**src/rtl/vga_timing_pkg.sv**
```systemverilog
// Shared game package: 640x480@60 timing defaults and colour codes used by
// the VGA timing generator and every drawing block.
package vga_timing_pkg;

    localparam int unsigned DefClkDiv  = 2;

    localparam int unsigned DefHVisible = 640;
    localparam int unsigned DefHFront   = 16;
    localparam int unsigned DefHSync    = 96;
    localparam int unsigned DefHBack    = 48;
    localparam int unsigned DefVVisible = 480;
    localparam int unsigned DefVFront   = 10;
    localparam int unsigned DefVSync    = 2;
    localparam int unsigned DefVBack    = 33;

    typedef enum logic [2:0] {
        ColBackground = 3'd0,
        ColSpaceship  = 3'd1,
        ColAlien0     = 3'd2,
        ColAlien1     = 3'd3,
        ColAlien2     = 3'd4,
        ColAlien3     = 3'd5,
        ColLaser      = 3'd6,
        ColNone       = 3'd7
    } color_e;

    // Inclusive 10-bit window test, used for the sync pulses.
    function automatic logic in_window(input logic [9:0] pos, input logic [9:0] lo,
                                       input logic [9:0] hi);
        return (pos >= lo) && (pos <= hi);
    endfunction

endpackage

```
**src/rtl/vga_palette.sv**
```systemverilog
// Colour code to RRRGGGBB lookup, purely combinational.
module vga_palette
    import vga_timing_pkg::*;
(
    input  logic [2:0] code,
    output logic [7:0] rgb
);

    always_comb begin
        rgb = 8'h00;
        unique case (color_e'(code))
            ColBackground: rgb = 8'h00;
            ColSpaceship:  rgb = 8'h1C;
            ColAlien0:     rgb = 8'hE0;
            ColAlien1:     rgb = 8'hFC;
            ColAlien2:     rgb = 8'hE3;
            ColAlien3:     rgb = 8'h1F;
            ColLaser:      rgb = 8'hFF;
            ColNone:       rgb = 8'h00;
        endcase
    end

endmodule

```
**src/rtl/vga_timing.sv**
```systemverilog
// VGA raster timing: pixel-rate divider, h/v position counters and registered
// sync/colour outputs aligned one pixel tick behind the counters.
module vga_timing
    import vga_timing_pkg::*;
#(
    parameter int unsigned CLK_DIV   = DefClkDiv,
    parameter int unsigned H_VISIBLE = DefHVisible,
    parameter int unsigned H_FRONT   = DefHFront,
    parameter int unsigned H_SYNC    = DefHSync,
    parameter int unsigned H_BACK    = DefHBack,
    parameter int unsigned V_VISIBLE = DefVVisible,
    parameter int unsigned V_FRONT   = DefVFront,
    parameter int unsigned V_SYNC    = DefVSync,
    parameter int unsigned V_BACK    = DefVBack
) (
    input  logic       clk,
    input  logic       reset,
    input  logic [2:0] color,
    output logic [9:0] hPos,
    output logic [9:0] vPos,
    output logic       hsync,
    output logic       vsync,
    output logic [7:0] rgb,
    output logic       frame_start
);

    localparam int unsigned DivW = (CLK_DIV > 1) ? $clog2(CLK_DIV) : 1;
    localparam logic [DivW-1:0] DivMax = DivW'(CLK_DIV - 1);

    localparam logic [9:0] HMax     = 10'(H_VISIBLE + H_FRONT + H_SYNC + H_BACK - 1);
    localparam logic [9:0] VMax     = 10'(V_VISIBLE + V_FRONT + V_SYNC + V_BACK - 1);
    localparam logic [9:0] HVisLim  = 10'(H_VISIBLE);
    localparam logic [9:0] VVisLim  = 10'(V_VISIBLE);
    localparam logic [9:0] HSyncLo  = 10'(H_VISIBLE + H_FRONT);
    localparam logic [9:0] HSyncHi  = 10'(H_VISIBLE + H_FRONT + H_SYNC - 1);
    localparam logic [9:0] VSyncLo  = 10'(V_VISIBLE + V_FRONT);
    localparam logic [9:0] VSyncHi  = 10'(V_VISIBLE + V_FRONT + V_SYNC - 1);

    logic [DivW-1:0] div_q, div_d;
    logic [9:0]      hpos_q, hpos_d;
    logic [9:0]      vpos_q, vpos_d;
    logic            hsync_q, hsync_d;
    logic            vsync_q, vsync_d;
    logic [7:0]      rgb_q, rgb_d;
    logic            fs_q, fs_d;
    logic [7:0]      pal_rgb;
    logic            tick, h_wrap, v_wrap, video_on;

    vga_palette u_palette (
        .code (color),
        .rgb  (pal_rgb)
    );

    always_comb begin
        tick     = (div_q == DivMax);
        h_wrap   = (hpos_q == HMax);
        v_wrap   = (vpos_q == VMax);
        video_on = (hpos_q < HVisLim) && (vpos_q < VVisLim);

        div_d   = tick ? '0 : div_q + 1'b1;
        hpos_d  = hpos_q;
        vpos_d  = vpos_q;
        hsync_d = hsync_q;
        vsync_d = vsync_q;
        rgb_d   = rgb_q;
        fs_d    = 1'b0;

        // Outputs are sampled from the position before it advances, which
        // gives the one-tick latency and keeps rgb and both syncs aligned.
        if (tick) begin
            hpos_d  = h_wrap ? 10'd0 : hpos_q + 10'd1;
            if (h_wrap) begin
                vpos_d = v_wrap ? 10'd0 : vpos_q + 10'd1;
            end
            hsync_d = !in_window(hpos_q, HSyncLo, HSyncHi);
            vsync_d = !in_window(vpos_q, VSyncLo, VSyncHi);
            rgb_d   = video_on ? pal_rgb : 8'h00;
            fs_d    = h_wrap && v_wrap;
        end
    end

    always_ff @(posedge clk) begin
        if (!reset) begin
            div_q   <= '0;
            hpos_q  <= 10'd0;
            vpos_q  <= 10'd0;
            hsync_q <= 1'b1;
            vsync_q <= 1'b1;
            rgb_q   <= 8'h00;
            fs_q    <= 1'b0;
        end else begin
            div_q   <= div_d;
            hpos_q  <= hpos_d;
            vpos_q  <= vpos_d;
            hsync_q <= hsync_d;
            vsync_q <= vsync_d;
            rgb_q   <= rgb_d;
            fs_q    <= fs_d;
        end
    end

    assign hPos        = hpos_q;
    assign vPos        = vpos_q;
    assign hsync       = hsync_q;
    assign vsync       = vsync_q;
    assign rgb         = rgb_q;
    assign frame_start = fs_q;

endmodule

```
**config.mk**
```make
export PLATFORM = sky130hd
export DESIGN_NAME = vga_timing
export DESIGN_NICKNAME = d
export VERILOG_FILES = /design/src/rtl/vga_timing_pkg.sv /design/src/rtl/vga_palette.sv /design/src/rtl/vga_timing.sv
export SDC_FILE = /design/constraint.sdc
export NUM_CORES = 1
export LEC_CHECK = 0
export BUFFER_PORTS_ARGS = -buffer_cell sky130_fd_sc_hd__buf_2
export CAP_MARGIN = 20
export CELL_PAD_IN_SITES_DETAIL_PLACEMENT = 0
export CELL_PAD_IN_SITES_GLOBAL_PLACEMENT = 1
export CORE_ASPECT_RATIO = 0.7
export CORE_MARGIN = 2
export CORE_UTILIZATION = 40
export CTS_CLUSTER_DIAMETER = 200
export CTS_CLUSTER_SIZE = 40
export DETAILED_ROUTE_END_ITERATION = 12
export PLACE_DENSITY_LB_ADDON = 0.2
export SETUP_SLACK_MARGIN = 0.02
export SYNTH_ARGS = -nofsm -noshare
export SYNTH_HDL_FRONTEND = slang
export SYNTH_SLANG_ARGS = --single-unit
```
**constraint.sdc**
```tcl
create_clock -name clk -period 5.9 [get_ports clk]
set_clock_uncertainty 0.05 [all_clocks]
set_input_delay 0.885 -clock clk [delete_from_list [all_inputs] [get_ports clk]]
set_output_delay 0.885 -clock clk [all_outputs]
set_load 0.005 [all_outputs]
```
==> results.sh, run 1 <==
export IMPL_worstMarginPinSlew_ns=0.384
export IMPL_grt_pass1_vias=1095
export IMPL_synth_nets=168
export IMPL_r2r_start="hPos[5]"
export IMPL_synth_warning_count=0
export IMPL_fin_nets=198
export IMPL_antenna_found_initial=0
export IMPL_hold_violations=0
export IMPL_nFillCells=324
export IMPL_wire_per_inst_um=13.7
export IMPL_synth_area_per_cell_um2=8.44
export IMPL_start_util=0.421
export IMPL_clkTransAtPathRegs_ns=0.09
export IMPL_fin_total_pwr_mw=0.311
export IMPL_clockRootBuffer="clkbuf_8"
export IMPL_grt_use_total=0.175
export IMPL_netlist_area_um2=1330
export IMPL_rr_worst_depth=4
export IMPL_design_area_um2=1540
export IMPL_fin_crit_ns=2.25
export IMPL_maxCapViolations=0
export IMPL_holdWs_ns=0.399
export IMPL_fmax_ghz=0.444
export IMPL_critPathKind="reg -> reg"
export IMPL_via_per_inst=5.23
export IMPL_slew_headroom=0.744
export IMPL_overflow=0
export IMPL_post_dp_cell_area_um2=1500
export IMPL_ir_worst_vdd_uv=130
export IMPL_wirelength_um=3080
export IMPL_min_from="hsync"
export IMPL_die_area_um2=3820
export IMPL_yosysMostFrequentCell="dfxtp_1"
export IMPL_cts_max_path_buffers=2
export IMPL_ys_top_cells_by_count="dfxtp_1, nor2_1, nand2_1, inv_1"
export IMPL_placed_cells=221
export IMPL_power_density_nw_per_um2=201
export IMPL_min_path_cells=2
export IMPL_period_share=0.382
export IMPL_synth_edff_count=0
export IMPL_drt_first_pass_iters=4
export IMPL_drt_initial_drc_count=63
export IMPL_synthArstFlopShare=0
export IMPL_ys_types=33
export IMPL_core_area_um2=3170
export IMPL_dp_hpwl_um=2380
export IMPL_rows=17
export IMPL_n_antenna_cell=0
export IMPL_ctsHtreeMaxLevel=1
export IMPL_num_vias=1177
export IMPL_cts_buffers=3
export IMPL_required_ns=6.06
export IMPL_fin_setup_tns_ns=0
export IMPL_hold_buffers=0
export IMPL_drive_above_1_share=0.219
export IMPL_port_buffers=35
export IMPL_status="finished clean"
export IMPL_yosysTopAreaCellShare=0.405
export IMPL_finalNonFillerCells=225
export IMPL_finalSetupViolCount=0
export IMPL_netlist_instances=158
export IMPL_grt_max_degree=16
export IMPL_leakagePower_nw=0.655
export IMPL_cts_resized=0
export IMPL_synth_area_leaders="dfxtp_1, nor2_1, ha_1, nand2_1, xnor2_1"
export IMPL_drc=0
export IMPL_grt_first_pass_wirelength_um=5130
export IMPL_die_h_um=52.3
export IMPL_startpoint="hPos[5]"
export IMPL_synth_seq_cells=27
export IMPL_synth_sequential_area_ratio=0.405
export IMPL_crit_path_end_kind="flip-flop"
export IMPL_die_w_um=73.0
export IMPL_rsz0062_at_grt="false"
export IMPL_cp_max_fo=8
export IMPL_synth_ff_type="dfxtp_1"
export IMPL_clk_latency_ns=0.27
export IMPL_postCtsSetupBuffers=0
export IMPL_synth_largest_area_cell="dfxtp_1"
export IMPL_synthToLayoutAreaGrowth_pct=15.8
export IMPL_startpoint_type="flip-flop"
export IMPL_ant_nets=0
export IMPL_critPathArrivalTime_ns=2.41
export IMPL_hp_class="reg -> reg"
export IMPL_place_gp_congestion=0.793
export IMPL_ios=36
export IMPL_cts_tree="built"
export IMPL_report_final_slew_viol_count=0
export IMPL_cts_sinks=27
critical path, stage by stage, from the launching register on:
cell and delay (ns):
dfxtp_1 0.40, or3b_1 0.50, or4_1 0.67, or4_1 0.44, a21oi_1 0.14
power breakdown:
part / total (mW) / leakage, nW / internal (mW) / switching, mW
clock network: 0.104 / 0.0255 / 0.0473 / 0.0567
logic: 0.0185 / 0.411 / 0.00810 / 0.0104
registers: 0.188 / 0.219 / 0.185 / 0.00339
cells by family (layout without fill, tap and decap cells):
logic type | Yosys count | count (layout) | share of synthesized area
flops | 27 | 27 | 0.405
simple gates | 70 | 70 | 0.279
mux | 3 | 3 | 0.0235
fa+ha+maj | 5 | 5 | 0.0469
xor+xnor | 11 | 11 | 0.0722
compound gates | 22 | 22 | 0.101
buf+inv | 20 | 49 | 0.0722
state kept, by name, summed over array words and instances (netlist names):
register,count
frame_start,1
hsync,1
div_q,1
rgb,3
vsync,1
hPos,10
vPos,10
layout make-up:
cell class	instances	area (um2)	share of cell area
Timing Repair Buffer	35	175	0.113
Multi-Input combinational cell	111	697	0.451
Clock inverter	1	5.00	0.00324
Sequential cell	27	541	0.350
Clock buffer	3	41.3	0.0267
Tap cell	38	47.5	0.0308
Inverter	10	37.5	0.0243
metal layers:
metal | up-vias | global-route usage | routed length (um)
met2 | 31 | 0.267 | 1290
li1 | 602 | - | -
met5 | - | 0 | 0
met1 | 544 | 0.253 | 1620
met4 | 0 | 0.0185 | 0
met3 | 0 | 0.0481 | 169
worst paths after layout:
path	end	slack, ns
max	vPos[9]	3.65
min	hsync	0.40
max reg2reg	vPos[9]	3.65
min reg2reg	hsync	0.40
per-stage QoR:
stage / utilization / setup WS, ns
finish: 0.487 / 3.65
detailed placement: 0.473 / 3.67
global route: 0.487 / 3.50
global placement: 0.473 / 3.73
CTS: 0.487 / 3.65
floorplan: - / 3.76
cell usage in the layout, fill, tap and decap left out, types with 2 or more instances in the layout:
| master | count |
|---|---|
| clkbuf_8 | 3 |
| or3_1 | 2 |
| nand2b_1 | 2 |
| mux2i_1 | 2 |
| nor3_1 | 6 |
| inv_1 | 10 |
| dfxtp_1 | 27 |
| or4_1 | 5 |
| a21oi_1 | 7 |
| nor2_1 | 17 |
| xor2_1 | 5 |
| buf_2 | 35 |
| nand4_1 | 6 |
| nand2_1 | 14 |
| nor4bb_1 | 2 |
| ha_1 | 5 |
| o21ai_0 | 7 |
| nand3_1 | 5 |
| o31ai_1 | 4 |
| and3_1 | 3 |
| xnor2_1 | 6 |
| nor4_1 | 3 |
Note: power is estimated with default switching activity, not from simulation.
==> run 2, diff against run 1 <==
--- a/config.mk
+++ b/config.mk
@@ -11,7 +11,7 @@
 export CELL_PAD_IN_SITES_GLOBAL_PLACEMENT = 1
 export CORE_ASPECT_RATIO = 0.7
 export CORE_MARGIN = 2
-export CORE_UTILIZATION = 40
+export CORE_UTILIZATION = 37
 export CTS_CLUSTER_DIAMETER = 200
 export CTS_CLUSTER_SIZE = 40
 export DETAILED_ROUTE_END_ITERATION = 12
==> constraint.sdc (replaced) <==
create_clock -name clk -period 2.3 [get_ports clk]
set_clock_uncertainty 0.05 [all_clocks]
set_input_delay 0.345 -clock clk [delete_from_list [all_inputs] [get_ports clk]]
set_output_delay 0.345 -clock clk [all_outputs]
set_load 0.005 [all_outputs]
==> run 2 against run 1 <==
Fmax increased by 4.2%. Via count increased by 5.2%. Clock power increased to 2.7 times the previous value. Routed wire length increased by 4.4%. Die area increased by 7.6%. Sequential share of layout area decreased by 1.6 points. Hold slack got worse by 0.12 ns. Worst setup slack got worse by 3.5 ns. Power increased to 2.6 times the previous value. Largest power group unchanged.
==> results.sh, run 2 (synthesis results as in run 1) <==
export IMPL_status="finished clean"
export IMPL_r2r_start="hPos[1]"
export IMPL_rsz0062_at_grt="false"
export IMPL_period_share=0.940
export IMPL_n_antenna_cell=0
export IMPL_hp_class="in -> reg"
export IMPL_fin_crit_ns=2.16
export IMPL_critPathArrivalTime_ns=2.29
export IMPL_drt_initial_drc_count=47
export IMPL_critPathKind="reg -> reg"
export IMPL_required_ns=2.43
export IMPL_leakagePower_nw=0.692
export IMPL_timing_rr_end="vPos[8]"
export IMPL_postCtsSetupBuffers=0
export IMPL_clk_latency_ns=0.27
export IMPL_report_final_slew_viol_count=0
export IMPL_seq_area_um2=541
export IMPL_layout_common_cells="buf_2, dfxtp_1, nor2_1"
export IMPL_drc=0
export IMPL_ant_nets=0
export IMPL_cts_resized=0
export IMPL_clkTransAtPathRegs_ns=0.09
export IMPL_slew_headroom=0.733
export IMPL_die_area_um2=4110
export IMPL_antenna_found_initial=0
export IMPL_power_density_nw_per_um2=501
export IMPL_fmax_ghz=0.462
export IMPL_start_util=0.382
export IMPL_cts_tree="built"
export IMPL_min_path_cells=2
export IMPL_die_w_um=75.8
export IMPL_rows=18
export IMPL_grt_use_total=0.159
export IMPL_final_common_cell="buf_2"
export IMPL_crit_slowest_cell="or4b_1"
export IMPL_die_h_um=54.2
export IMPL_place_gp_congestion=0.800
export IMPL_placed_cells=240
export IMPL_grt_first_pass_wirelength_um=4810
export IMPL_finalNonFillerCells=244
export IMPL_port_buffers=35
export IMPL_multi_input_area_um2=704
export IMPL_cp_cell_sequence="ha_1, nand3_1, buf_4, or4b_1, o31a_1, o21ba_1"
export IMPL_via_per_inst=5.07
export IMPL_ir_worst_vdd_uv=290
export IMPL_wire_per_inst_um=13.2
export IMPL_nFillCells=359
export IMPL_dp_hpwl_um=2460
export IMPL_wirelength_um=3220
export IMPL_fin_nets=205
export IMPL_synthToLayoutAreaGrowth_pct=21.3
export IMPL_cts_max_path_buffers=2
export IMPL_grt_pass1_vias=1049
export IMPL_ios=36
export IMPL_startpoint_type="flip-flop"
export IMPL_worstMarginPinSlew_ns=0.394
export IMPL_min_from="reset"
export IMPL_clockRootBuffer="clkbuf_8"
export IMPL_hold_violations=0
export IMPL_crit_path_end_kind="flip-flop"
export IMPL_grt_max_degree=15
export IMPL_maxCapViolations=0
export IMPL_rr_worst_depth=6
export IMPL_cp_max_fo=4
export IMPL_finalSetupViolCount=0
export IMPL_r2r_slack_ns=0.14
export IMPL_hold_buffers=0
export IMPL_num_vias=1238
export IMPL_cts_buffers=3
export IMPL_fin_setup_tns_ns=0
export IMPL_cts_sinks=27
export IMPL_overflow=0
export IMPL_core_area_um2=3490
export IMPL_hold_end="vsync"
export IMPL_ctsHtreeMaxLevel=1
export IMPL_drive_above_1_share=0.253
export IMPL_drt_first_pass_iters=4
export IMPL_critPathMaxStageDelay_ns=0.58
run 2: cell types whose count changed in the layout (fill, tap and decap cells not counted), sizes merged:
cell    change
clkbuf      +1
clkinv      -1
buf         +7
run 2: area by class of cell:
| class | count | share of cell area |
|---|---|---|
| multi-input cells | 111 | 0.435 |
| flip-flops and latches | 27 | 0.334 |
| repair buffers | 42 | 0.141 |
| well taps | 50 | 0.0387 |
| clock buffers | 4 | 0.0278 |
| inverters | 10 | 0.0232 |
run 2: report_power, final:
| group | switching (mW) | leakage, nW | internal (mW) | total (mW) |
|---|---|---|---|---|
| Combinational | 0.0303 | 0.450 | 0.0235 | 0.0538 |
| Sequential | 0.00527 | 0.219 | 0.474 | 0.479 |
| Clock | 0.153 | 0.0228 | 0.124 | 0.277 |
run 2: layer usage:
| layer | global-route usage | wire [um] |
|---|---|---|
| met1 | 0.229 | 1740 |
| met2 | 0.236 | 1360 |
| met5 | 0 | 0 |
| met4 | 0.0263 | 8 |
| met3 | 0.0497 | 105 |
run 2: worst max-delay path by stage:
| stage | startpoint | endpoint | cells past startpoint |
|---|---|---|---|
| global placement | hPos[6] | vPos[9] | 4 |
| floorplan | hPos[5] | vPos[9] | 6 |
| detailed placement | hPos[6] | vPos[7] | 4 |
| CTS | hPos[6] | vPos[7] | 4 |
| global route | hPos[6] | vPos[7] | 4 |
| finish | hPos[1] | vPos[8] | 6 |
run 2: critical path, delay by kind of cell, from the launching register on:
| family | cells | cell delay [ns] |
|---|---|---|
| AOI/OAI and AO/OA | 2 | 0.47 |
| adders and majority gates | 1 | 0.24 |
| buffers and inverters | 1 | 0.18 |
| DFF | 1 | 0.39 |
| and+or+nand+nor | 2 | 0.74 |
run 2: per-stage QoR:
step / setup slack (ns) / area [um2] / hold slack, ns / power, mW / utilization
6_report: 0.138 / 1620 / 0.276 / 0.810 / 0.463
3_3_place_gp: 0.177 / 1570 / 0.384 / 0.542 / 0.448
5_1_grt: 0.0233 / 1620 / 0.290 / 0.841 / 0.463
3_5_place_dp: 0.0938 / 1570 / 0.392 / 0.545 / 0.448
4_1_cts: 0.0843 / 1610 / 0.281 / 0.819 / 0.461
2_1_floorplan: 0.164 / 1330 / 0.392 / 0.526 / -
